===== config.mk =====
export PLATFORM = sky130hd
export DESIGN_NAME = hilo_md_sched_flat
export DESIGN_NICKNAME = d
export VERILOG_FILES = /design/src/rtl/hilo_md_sched_if.sv /design/src/rtl/hilo_md_sched.sv /design/src/flat_wrapper.sv
export SDC_FILE = /design/constraint.sdc
export NUM_CORES = 1
export LEC_CHECK = 0
export BUFFER_PORTS_ARGS = -buffer_cell sky130_fd_sc_hd__buf_2
export CAP_MARGIN = 40
export CORE_MARGIN = 2
export CORE_UTILIZATION = 50
export CTS_CLUSTER_SIZE = 30
export DETAILED_ROUTE_END_ITERATION = 8
export PLACE_DENSITY = 0.77
export SLEW_MARGIN = 10
export SYNTH_ARGS = -nofsm -noshare
export SYNTH_HDL_FRONTEND = slang
export SYNTH_SLANG_ARGS = --single-unit

===== constraint.sdc =====
create_clock -name clk -period 4.7 [get_ports clk]
set_input_delay 0.94 -clock clk [delete_from_list [all_inputs] [get_ports clk]]
set_output_delay 0.94 -clock clk [all_outputs]
set_load 0.02 [all_outputs]

===== src/rtl/hilo_md_sched_if.sv =====
// Handshake bundle between the HI/LO issue scheduler and the multiply/divide core.
interface hilo_md_sched_if;
  logic        core_start;
  logic [1:0]  core_op;     // {is_div, is_unsigned}
  logic [31:0] core_a;
  logic [31:0] core_b;
  logic        core_done;
  logic [31:0] core_hi;
  logic [31:0] core_lo;

  // Scheduler side: launches work, receives results.
  modport master (
    output core_start, core_op, core_a, core_b,
    input  core_done, core_hi, core_lo
  );

  // Arithmetic core side.
  modport slave (
    input  core_start, core_op, core_a, core_b,
    output core_done, core_hi, core_lo
  );
endinterface


===== src/rtl/hilo_md_sched.sv =====
// Issue scheduler for the multi-cycle mul/div core. Owns HI/LO, enforces the fixed
// architectural latency, commits results and stalls D-stage HI/LO users while occupied.
module hilo_md_sched #(
  parameter int unsigned MULT_CYCLES = 5,
  parameter int unsigned DIV_CYCLES  = 10,
  parameter int unsigned CNT_W       = 4
) (
  input  logic                  clk,
  input  logic                  reset,
  input  logic                  e_valid,
  input  logic [3:0]            e_op,
  input  logic [31:0]           e_rs,
  input  logic [31:0]           e_rt,
  input  logic                  d_md_use,
  hilo_md_sched_if.master       core,
  output logic [31:0]           result,
  output logic                  busy,
  output logic                  stall_d,
  output logic                  err
);

  localparam logic [3:0] OpMult  = 4'd1;
  localparam logic [3:0] OpMultu = 4'd2;
  localparam logic [3:0] OpDiv   = 4'd3;
  localparam logic [3:0] OpDivu  = 4'd4;
  localparam logic [3:0] OpMfhi  = 4'd5;
  localparam logic [3:0] OpMflo  = 4'd6;
  localparam logic [3:0] OpMthi  = 4'd7;
  localparam logic [3:0] OpMtlo  = 4'd8;

  // Counter reload is N-1 so that the commit lands exactly N edges after issue.
  localparam logic [CNT_W-1:0] MultLoad = CNT_W'(MULT_CYCLES - 1);
  localparam logic [CNT_W-1:0] DivLoad  = CNT_W'(DIV_CYCLES - 1);

  typedef enum logic [0:0] {StIdle, StRun} state_e;

  state_e           state_q;
  logic [CNT_W-1:0] cnt_q;
  logic             got_q;
  logic             err_q;
  logic [31:0]      hi_q, lo_q;
  logic [31:0]      res_hi_q, res_lo_q;
  logic             start_q;
  logic [1:0]       op_q;
  logic [31:0]      a_q, b_q;

  logic             issue_now;
  logic             is_div;
  logic             is_mthi;
  logic             is_mtlo;
  logic             commit;

  // Decode the E-stage instruction and the commit condition.
  always_comb begin
    issue_now = e_valid & (e_op == OpMult || e_op == OpMultu ||
                           e_op == OpDiv  || e_op == OpDivu);
    is_div    = (e_op == OpDiv) || (e_op == OpDivu);
    is_mthi   = e_valid & (e_op == OpMthi);
    is_mtlo   = e_valid & (e_op == OpMtlo);
    // A late core_done commits at the same edge it arrives.
    commit    = (state_q == StRun) && (cnt_q == '0) && (got_q || core.core_done);
  end

  // Scheduler FSM with registered launch outputs and HI/LO state.
  always_ff @(posedge clk) begin
    if (reset) begin
      state_q  <= StIdle;
      cnt_q    <= '0;
      got_q    <= 1'b0;
      err_q    <= 1'b0;
      hi_q     <= '0;
      lo_q     <= '0;
      res_hi_q <= '0;
      res_lo_q <= '0;
      start_q  <= 1'b0;
      op_q     <= '0;
      a_q      <= '0;
      b_q      <= '0;
    end else begin
      start_q <= 1'b0;
      unique case (state_q)
        StIdle: begin
          if (issue_now) begin
            op_q    <= {is_div, (e_op == OpMultu) || (e_op == OpDivu)};
            a_q     <= e_rs;
            b_q     <= e_rt;
            start_q <= 1'b1;
            cnt_q   <= is_div ? DivLoad : MultLoad;
            got_q   <= 1'b0;
            state_q <= StRun;
          end else if (is_mthi) begin
            hi_q <= e_rs;
          end else if (is_mtlo) begin
            lo_q <= e_rs;
          end
        end
        StRun: begin
          // Anything that would disturb the in-flight operation is dropped and flagged.
          if (issue_now || is_mthi || is_mtlo) begin
            err_q <= 1'b1;
          end
          if (cnt_q != '0) begin
            cnt_q <= cnt_q - 1'b1;
          end
          if (core.core_done && !got_q) begin
            res_hi_q <= core.core_hi;
            res_lo_q <= core.core_lo;
            got_q    <= 1'b1;
          end
          if (commit) begin
            hi_q    <= got_q ? res_hi_q : core.core_hi;
            lo_q    <= got_q ? res_lo_q : core.core_lo;
            state_q <= StIdle;
          end
        end
        default: state_q <= StIdle;
      endcase
    end
  end

  // Outputs: core launch bundle, committed-register read mux and occupancy.
  always_comb begin
    core.core_start = start_q;
    core.core_op    = op_q;
    core.core_a     = a_q;
    core.core_b     = b_q;
    result          = (e_op == OpMfhi) ? hi_q : (e_op == OpMflo) ? lo_q : 32'd0;
    busy            = issue_now | (state_q != StIdle);
    stall_d         = d_md_use & busy;
    err             = err_q;
  end

endmodule

===== src/flat_wrapper.sv =====
// flat-port wrapper written by rule: the top's interface ports become plain ports
module hilo_md_sched_flat 
#(
  parameter int unsigned MULT_CYCLES = 5,
  parameter int unsigned DIV_CYCLES  = 10,
  parameter int unsigned CNT_W       = 4
)
  (clk, reset, e_valid, e_op, e_rs, e_rt, d_md_use, result, busy, stall_d, err, core_core_start, core_core_op, core_core_a, core_core_b, core_core_done, core_core_hi, core_core_lo);
  hilo_md_sched_if core_i ();
  input  logic clk;
  input  logic reset;
  input  logic e_valid;
  input  logic [3:0] e_op;
  input  logic [31:0] e_rs;
  input  logic [31:0] e_rt;
  input  logic d_md_use;
  output logic [31:0] result;
  output logic busy;
  output logic stall_d;
  output logic err;
  output wire logic [$bits(core_i.core_start)-1:0] core_core_start;
  output wire logic [$bits(core_i.core_op)-1:0] core_core_op;
  output wire logic [$bits(core_i.core_a)-1:0] core_core_a;
  output wire logic [$bits(core_i.core_b)-1:0] core_core_b;
  input wire logic [$bits(core_i.core_done)-1:0] core_core_done;
  input wire logic [$bits(core_i.core_hi)-1:0] core_core_hi;
  input wire logic [$bits(core_i.core_lo)-1:0] core_core_lo;
  assign core_core_start = core_i.core_start;
  assign core_core_op = core_i.core_op;
  assign core_core_a = core_i.core_a;
  assign core_core_b = core_i.core_b;
  assign core_i.core_done = core_core_done;
  assign core_i.core_hi = core_core_hi;
  assign core_i.core_lo = core_core_lo;
  hilo_md_sched #(.MULT_CYCLES(MULT_CYCLES), .DIV_CYCLES(DIV_CYCLES), .CNT_W(CNT_W)) u_core (.clk(clk), .reset(reset), .e_valid(e_valid), .e_op(e_op), .e_rs(e_rs), .e_rt(e_rt), .d_md_use(d_md_use), .core(core_i), .result(result), .busy(busy), .stall_d(stall_d), .err(err));
endmodule

# After elaboration in Yosys (flattened, before gate mapping)
# Index checks and enable logic that the tools add are counted.
totals:
  ff_bits: 202
  input_bits: 137
  out_inout_bits: 102
  word_cells: 80
op_classes:
  n_addsub: 1
  n_eq_ne: 16
  mux: 23
  bitwise: 6
  n_reduce_logical: 22
ops:
  columns: ["cell", "count"]
  rows:
  - ["$mux 32", 11]
  - ["$pmux 32 s2", 2]
  - ["$eq 4x3->1 const B", 4]
  - ["$mux 4", 3]
  - ["$ne 2x2->1 const B", 5]
  - ["$reduce_and 2->1", 5]
  - ["$eq 4x2->1 const B", 2]
  - ["$logic_or 1x1->1", 8]
  - ["$pmux 4 s2", 1]
  - ["$ne 2x1->1 const B", 3]
  - ["$and 1x1->1", 4]
  - ["$eq 4x1->1 const B", 1]
  - ["$eq 4x4->1 const B", 1]
  - ["$logic_not 4->1", 1]
  - ["$mux 1", 4]
  - ["$pmux 1 s2", 2]
  - ["$reduce_and 4->1", 1]
  - ["$reduce_bool 4->1", 1]
  - ["$sub 4x1->4 const B", 1]
  - ["$logic_and 1x1->1", 3]
  - ["$reduce_and 3->1", 1]
  - ["$reduce_or 2->1", 1]
  - ["$logic_not 1->1", 1]
  - ["$not 1->1", 1]
  - ["$or 1x1->1", 1]

# Logic depth before layout (Yosys ltp)
# Gate-level depths: netlist of run 1.
depth:
  word_depth: 8
  ltp_mapped: 9
  mapped_depth_nobuf: 6

# Least setup slack after synthesis of run 1
# OpenSTA, ideal clock, no wires.
synth_timing:
  path_type: "input port to output port"
  startpoint: "input port e_op[1]"
  endpoint: "output port result[10]"
  arrival_time_ns: 2.322
  t_required_ns: 3.760
  slack_ns: 1.438
  path_stages: 4
  n_path_buf: 2
  path_cell_list: "clkbuf_1 -> nor4b_1 -> clkbuf_1 -> a22o_1"
synth_between:
  elab_chain_len: 3
  word_cells_on_any_way: 4
  cone_classes: "eq/ne (2); mux (2)"
synth_lines:
  columns: ["item", "line_no", "text"]
  rows:
  - ["start, declared", "flat_wrapper.sv:13", "input logic [3:0] e_op;"]
  - ["$eq 4x3->1", "hilo_md_sched.sv:127", "result = (e_op == OpMfhi) ? hi_q : (e_op == OpMflo) ? lo_q : 32'd0;"]
  - ["$mux 32", "hilo_md_sched.sv:127", null]
  - ["$mux 32 (*)", "hilo_md_sched.sv:127", null]
  - ["end, declared", "flat_wrapper.sv:17", "output logic [31:0] result;"]
# Mark *: on every way between the ends. The rest lies on a longest branch, timed or not.

# Worst setup path in the final report of run 1
layout_timing:
  startpoint: "input port e_op[3]"
  endpoint: "output port result[14]"
# The elaborated chain is that of the path after synthesis.

==> reports/results.tsv, run 1 <==
stage	metric	value	unit
sta	relative slew slack	43.0	%
final_layout	Storage cell area	0.00405	mm²
pwr	Combinational Power Share	10.6	%
logic_synthesis	Synth top area share	46.4	%
sta	fin crit share	71.8	%
sta	Worst Max-Slew Pin Slew	0.855	ns
pwr	Sw Ratio	25.0	%
critical_path	CP max FO	18	
sta	Fmax	0.296	GHz
pwr	Flop pwr share	46.1	%
final_layout	layout filler cell count	1550	
clock_tree	Setup Buffers After CTS	0	
place	DPL Wire Length	16.7	mm
final_layout	area delta synth->final	23.8	%
clock_tree	CTS tree	yes	
logic_synthesis	Netlist cell types	39	
routing	Vias/cell	5.58	
critical_path	Crit path arrival time	2.43	ns
global_route	vias in the first global route	7899	
routing	antenna-violating nets left	0	
sta	Hold Slack	0.450	ns
pwr	clock network power share	43.2	%
routing	Residual DRC	0	
clock_tree	clock slew at reported path FFs	0.06	ns
routing	Via Count	8556	
critical_path	Slowest-stage cell, CP	nor2_4	
clock_tree	Clock Tree Root	clkbuf_16	
routing	Post-Route WL	25.5	mm
pwr	Peak VDD IR	0.301	mV
place	global placement routability congestion	0.814	
pwr	Tot Pwr	3.92	mW
pwr	P_int	2.94	mW
floorplanning	Core Box Area	0.0172	mm²
clock_tree	Clock Latency Late Sink	0.50	ns
logic_synthesis	synth top area cells	dfxtp_1 (46%), nand2_1 (14%), a21oi_1 (13%), mux2i_1 (7.3%), a221o_1 (3.7%)	
clock_tree	post-cts sizing count	0	
job	max-cap violation count	0	
logic_synthesis	Async S/R FF share, synth	0	%
routing	Routed WL per cell	16.6	µm
clock_tree	CTS max path bufs	3	
clock_tree	Max H-tree Level	1	
critical_path	crit-path max cell delay	0.49	ns
final_layout	share of cells above drive strength 1	23.6	%
logic_synthesis	area leader, netlist	dfxtp_1	
sta	setup_tns	0	ns
critical_path	CP Launch Type	input pin	
clock_tree	Clock Sinks	202	
place	IO Port Bufs	238	
floorplanning	die area	0.0185	mm²
logic_synthesis	syn nets	1242	
sta	final number of hold-violating endpoints	0	
critical_path	Worst Path Buf+Inv	3	
critical_path	WP data required	3.76	ns
floorplanning	Die H	136	µm
sta	Final setup viols	0	
critical_path	delay-heaviest family, CP	simple AND/OR/NAND/NOR gates	
routing	drt first pass iters	5	
sta	unrepaired setup endpoints after global routing	false	
global_route	antenna violations before repair	3	
global_route	overflow left after global routing	0	
run_status	run status	completed	
critical_path	critical-path cell list	buf_2, nand3b_1, nor2_4, buf_16, a22o_1, buf_2	
critical_path	FF-to-FF setup slack	1.72	ns
logic_synthesis	sequential-to-total area share from yosys stat	46.4	%
final_layout	area of the multi-input gates	0.00429	mm²
critical_path	Setup Crit Path Kind	input pin to output pin	
critical_path	Worst setup EP type	output pin	
global_route	GRT Overall Usage	26.2	%
floorplanning	I/O pin cnt	239	
sta	Worst Skew	0.0139	ns
sta	max-slew violation count	0	
logic_synthesis	Synthesis Warnings	0	
pwr	Net Sw Power	0.980	mW
floorplanning	Chip Width	136	µm
hold_path	min-delay worst type	flop to flop	
sta	min Tclk post-route	3.37	ns
routing	drt initial violations	550	
critical_path	most used cell, CP	buf_2	
clock_tree	CTS Hold Bufs	0	
clock_tree	total CTS buffers	22	
logic_synthesis	Post-Synthesis Cells	1103	
floorplanning	Starting Density	50.7	%
pwr	Static Leakage	4.22	nW
logic_synthesis	register bit total from synthesis	202	
logic_synthesis	Post-synth EDFFs	0	
global_route	pin count of the biggest net entering global routing	105	
pwr	Power Dens Cells	363	mW/mm²
final_layout	Nets	1430	
logic_synthesis	average cell area after synthesis	7.90	µm²
floorplanning	row count	48	
logic_synthesis	most common flop cell mapped by yosys	dfxtp_1	
logic_synthesis	post-synth design cell area	0.00872	mm²
global_route	first-pass GRT wire length	39.3	mm
==> Yosys cell counts, drive strengths merged (2+ instances only) <==
library cell and count:
o21ai 3, clkbuf 71, xnor2 2, nor3 2, nand2 328, buf 25, nand3 34, nor3b 2
a22o 32, nand3b 3, a21oi 232, or3b 2, nor2b 2, a221o 32, or3 4, ha 2
inv 6, nor2 39, a211oi 2, mux2i 64, dfxtp 202
==> placed cells by master, fill, tap and decap left out, drive strengths merged, types with 2 or more instances in the layout <==
cell type  instances
nand3             34
inv                6
dfxtp            202
nor3               2
nand2            328
nor3b              2
ha                 2
or3                4
clkbuf            32
clkinv             6
a21oi            232
nand3b             3
or3b               2
a22o              32
buf              260
o21ai              3
nor2              39
a211oi             2
a221o             32
nor2b              2
mux2i             64
xnor2              2
==> final timing paths <==
path,start,end,cells past startpoint
setup / recovery,e_op[3],result[14],6
hold / removal,u_core.core.core_b[10]$_SDFFE_PP0P_,u_core.core.core_b[10]$_SDFFE_PP0P_,2
setup reg to reg,u_core.state_q$_SDFF_PP0_,u_core.res_hi_q[13]$_SDFFE_PP0P_,6
hold reg to reg,u_core.core.core_b[10]$_SDFFE_PP0P_,u_core.core.core_b[10]$_SDFFE_PP0P_,2
==> sequential cells by signal, indices dropped and copies added, names as in the netlist <==
name                    flops
u_core.core.core_a         32
u_core.core.core_b         32
u_core.hi_q                32
u_core.lo_q                32
u_core.res_hi_q            32
u_core.res_lo_q            32
u_core.cnt_q                4
u_core.core.core_op         2
u_core.core.core_start      1
u_core.err                  1
u_core.got_q                1
u_core.state_q              1
==> logic make-up (layout without fill, tap and decap cells) <==
| group | count (synthesis) | in the layout | share of synthesized area (%) |
|---|---|---|---|
| buffers and inverters | 102 | 305 | 4.90 |
| AND/OR/NAND/NOR | 422 | 422 | 19.4 |
| multiplexers | 65 | 65 | 7.48 |
| XOR/XNOR | 2 | 2 | 0.201 |
| other | 0 | 1 | 0 |
| adder cells (fa/ha/maj) | 2 | 2 | 0.287 |
| AO/OA/AOI/OAI | 308 | 308 | 21.3 |
| flip-flops | 202 | 202 | 46.4 |
==> power groups by stage <==
stage | Sequential [mW] | Combinational [mW] | Clock, mW
floorplan | 1.86 | 0.233 | 0
global placement | 1.84 | 0.402 | 0
detailed placement | 1.84 | 0.413 | 0
CTS | 1.81 | 0.415 | 1.73
global route | 1.81 | 0.456 | 1.79
finish | 1.81 | 0.416 | 1.70
==> worst reg2reg max path, delay by kind of cell (launching register included) <==
kind,cells,cell delay (ns)
buffers and inverters,2,1.11
AOI/OAI and AO/OA,1,0.14
and+or+nand+nor,3,0.92
DFF,1,0.73
==> cell type report <==
class	count	share of cell area, %
multi-input cells	799	39.8
flip-flops and latches	202	37.6
repair buffers	260	13.2
clock buffers	32	6.03
well taps	225	2.61
clock inverters	7	0.557
inverters	6	0.209
diodes	1	0.0232
==> routing by layer <==
| layer | up-vias | GRT usage [%] | share of wire, % |
|---|---|---|---|
| met5 | - | 0 | 0.11 |
| met4 | 4 | 8.51 | 2.4 |
| met3 | 46 | 5.70 | 8.5 |
| li1 | 4171 | - | - |
| met2 | 351 | 44.1 | 48 |
| met1 | 3984 | 33.5 | 41 |
==> per-stage QoR <==
step,utilization (%),area (µm²),instances,worst slack (ns)
6_report,62.8,10800,1532,1.33
5_1_grt,62.8,10800,1531,1.26
4_1_cts,62.8,10800,1531,1.34
3_5_place_dp,58.7,10100,1492,1.34
3_3_place_gp,58.2,10000,1489,1.24
2_1_floorplan,-,8720,1103,1.44
Power figures use the tool's default switching activity.
==> run 2: changes to the inputs <==
==> constraint.sdc (replaced) <==
create_clock -name clk -period 3.3 [get_ports clk]
set_input_delay 0.66 -clock clk [delete_from_list [all_inputs] [get_ports clk]]
set_output_delay 0.66 -clock clk [all_outputs]
set_load 0.02 [all_outputs]
==> run 2 against run 1 <==
Flip-flop and latch count is the same. Largest power group unchanged. Critical endpoint is now stall_d. Clock power up 48%. Final area rose by 0.41%. Combinational power is 43% higher. Wire length is 1.0% lower. Worst setup slack lost 0.74 ns. Power rose by 45%. Sequential share of layout area is 0.15 points lower.
==> reports/results.tsv, run 2 (synthesis results as in run 1) <==
stage	metric	value	unit	change
critical_path	CP max FO	10		-8
global_route	pin count of the biggest net entering global routing	88		-16%
global_route	antenna violations before repair	3		unchanged
floorplanning	I/O pin cnt	239		unchanged
place	Placed Instances	1494		+0.13%
global_route	overflow left after global routing	0		unchanged
routing	antenna-violating nets left	0		unchanged
final_layout	Nets	1433		+0.21%
critical_path	CP Launch Type	input pin		
sta	Worst Skew	0.0116	ns	-0.00234 ns
routing	Vias/cell	5.61		+0.38%
final_layout	most common cell after layout, fill and taps aside	nand2_1		
place	Area after DPL	0.0101	mm²	unchanged
hold_path	min-delay worst type	input pin to flop		
sta	Fmax	0.369	GHz	
routing	Via Count	8605		+0.57%
final_layout	non-filler instance count after layout	1535		+0.20%
sta	final number of hold-violating endpoints	0		unchanged
sta	Worst Max-Slew Pin Slew	0.781	ns	-0.0740 ns
run_status	run status	completed		
clock_tree	CTS tree	yes		
clock_tree	Clock Tree Root	clkbuf_16		
critical_path	WP data required	2.64	ns	-1.12 ns
sta	min Tclk post-route	2.71	ns	
critical_path	Worst setup EP type	output pin		
floorplanning	die area	0.0185	mm²	unchanged
critical_path	Crit path arrival time	2.05	ns	-0.38 ns
floorplanning	Core Box Area	0.0172	mm²	unchanged
sta	Final setup viols	0		unchanged
sta	max-slew violation count	0		unchanged
pwr	Peak VDD IR	0.424	mV	+41%
sta	unrepaired setup endpoints after global routing	false		
clock_tree	total CTS buffers	23		+4.5%
place	global placement routability congestion	0.795		-2.4%
clock_tree	Max H-tree Level	1		unchanged
clock_tree	clock slew at reported path FFs	0.06	ns	about the same
clock_tree	CTS Hold Bufs	0		unchanged
sta	final worst setup slack	0.588	ns	-0.739 ns
clock_tree	Clock Sinks	202		unchanged
global_route	GRT Overall Usage	26.2	%	-0.032 points
floorplanning	Die H	136	µm	unchanged
floorplanning	Starting Density	50.7	%	unchanged
floorplanning	Chip Width	136	µm	unchanged
final_layout	area delta synth->final	24.3	%	
routing	Post-Route WL	25.2	mm	-1.0%
global_route	first-pass GRT wire length	39.5	mm	+0.42%
clock_tree	post-cts sizing count	0		unchanged
routing	Routed WL per cell	16.4	µm	-1.2%
sta	fin crit share	82.2	%	
final_layout	Final Cell Area	0.0108	mm²	+0.41%
final_layout	most frequent cells in the layout	nand2_1 (328), buf_2 (237), a21oi_1 (231)		
global_route	vias in the first global route	7898		-0.013%
clock_tree	Setup Buffers After CTS	0		unchanged
final_layout	share of cells above drive strength 1	24.0	%	+0.40 points
clock_tree	CTS max path bufs	3		unchanged
routing	drt first pass iters	5		unchanged
sta	relative slew slack	47.9	%	+4.9 points
job	max-cap violation count	0		unchanged
place	pre-CTS worst setup slack	0.583	ns	-0.759 ns
pwr	Power Dens Cells	525	mW/mm²	+44%
routing	drt initial violations	512		-6.9%
sta	setup_tns	0	ns	unchanged
place	DPL Wire Length	16.1	mm	-3.4%
critical_path	Setup Crit Path Kind	input pin to output pin		
sta	Hold Slack	0.387	ns	-0.0634 ns
routing	Residual DRC	0		unchanged
clock_tree	Clock Latency Late Sink	0.51	ns	about the same
floorplanning	row count	48		unchanged
place	IO Port Bufs	238		unchanged
pwr	Static Leakage	4.25	nW	+0.66%
==> run 2: cell types whose count changed in the layout (fill, tap and decap cells not counted), sizes merged <==
cell / change
buf: +2
bufinv: -1
clkbuf: +4
clkinv: -4
inv: +2
==> run 2: worst max-delay path: stages <==
cell     delay (ns)
buf_2          0.16
or3_1          0.43
a41oi_1        0.51
nor2b_1        0.10
buf_2          0.18
==> run 2: final cells by class <==
type / instances / area, µm²
antenna: 1 / 2.50
clock buffer: 36 / 724
clock inverter: 4 / 30.0
fill: 1513 / 6340
inverter: 6 / 22.5
multi-input combinational: 799 / 4290
sequential: 202 / 4050
tap: 225 / 282
timing repair buffer: 262 / 1430
==> run 2: power by group <==
group,internal (mW),switching [mW]
combinational,0.226,0.368
clock,1.50,1.01
sequential,2.52,0.0557
total,4.25,1.43
==> run 2: path summary, 6_finish.rpt <==
path                                          to  cells after the start  slack (ns)                                 from
max                                      stall_d                      5        0.59                              e_op[1]
min          u_core.core.core_b[22]$_SDFFE_PP0P_                      3        0.39                             e_rt[22]
max reg2reg         u_core.lo_q[18]$_SDFFE_PP0P_                      5        0.72            u_core.state_q$_SDFF_PP0_
min reg2reg  u_core.core.core_op[0]$_SDFFE_PP0P_                      2        0.45  u_core.core.core_op[0]$_SDFFE_PP0P_
==> run 2: metal layers <==
layer  wire length [µm]  track usage, %  vias up
met5                 27               0        -
met2              12000            44.8      311
met1              10900            33.9     4062
met3               1940            5.37       37
li1                   -               -     4191
met4                397            6.08        4
==> run 2: metrics by stage <==
step	total power, mW	util, %
after global placement	3.20	58.5
after detailed placement	3.22	58.7
after CTS	5.72	63.1
after floorplan	2.98	-
after global routing	5.88	63.1
final	5.68	63.1
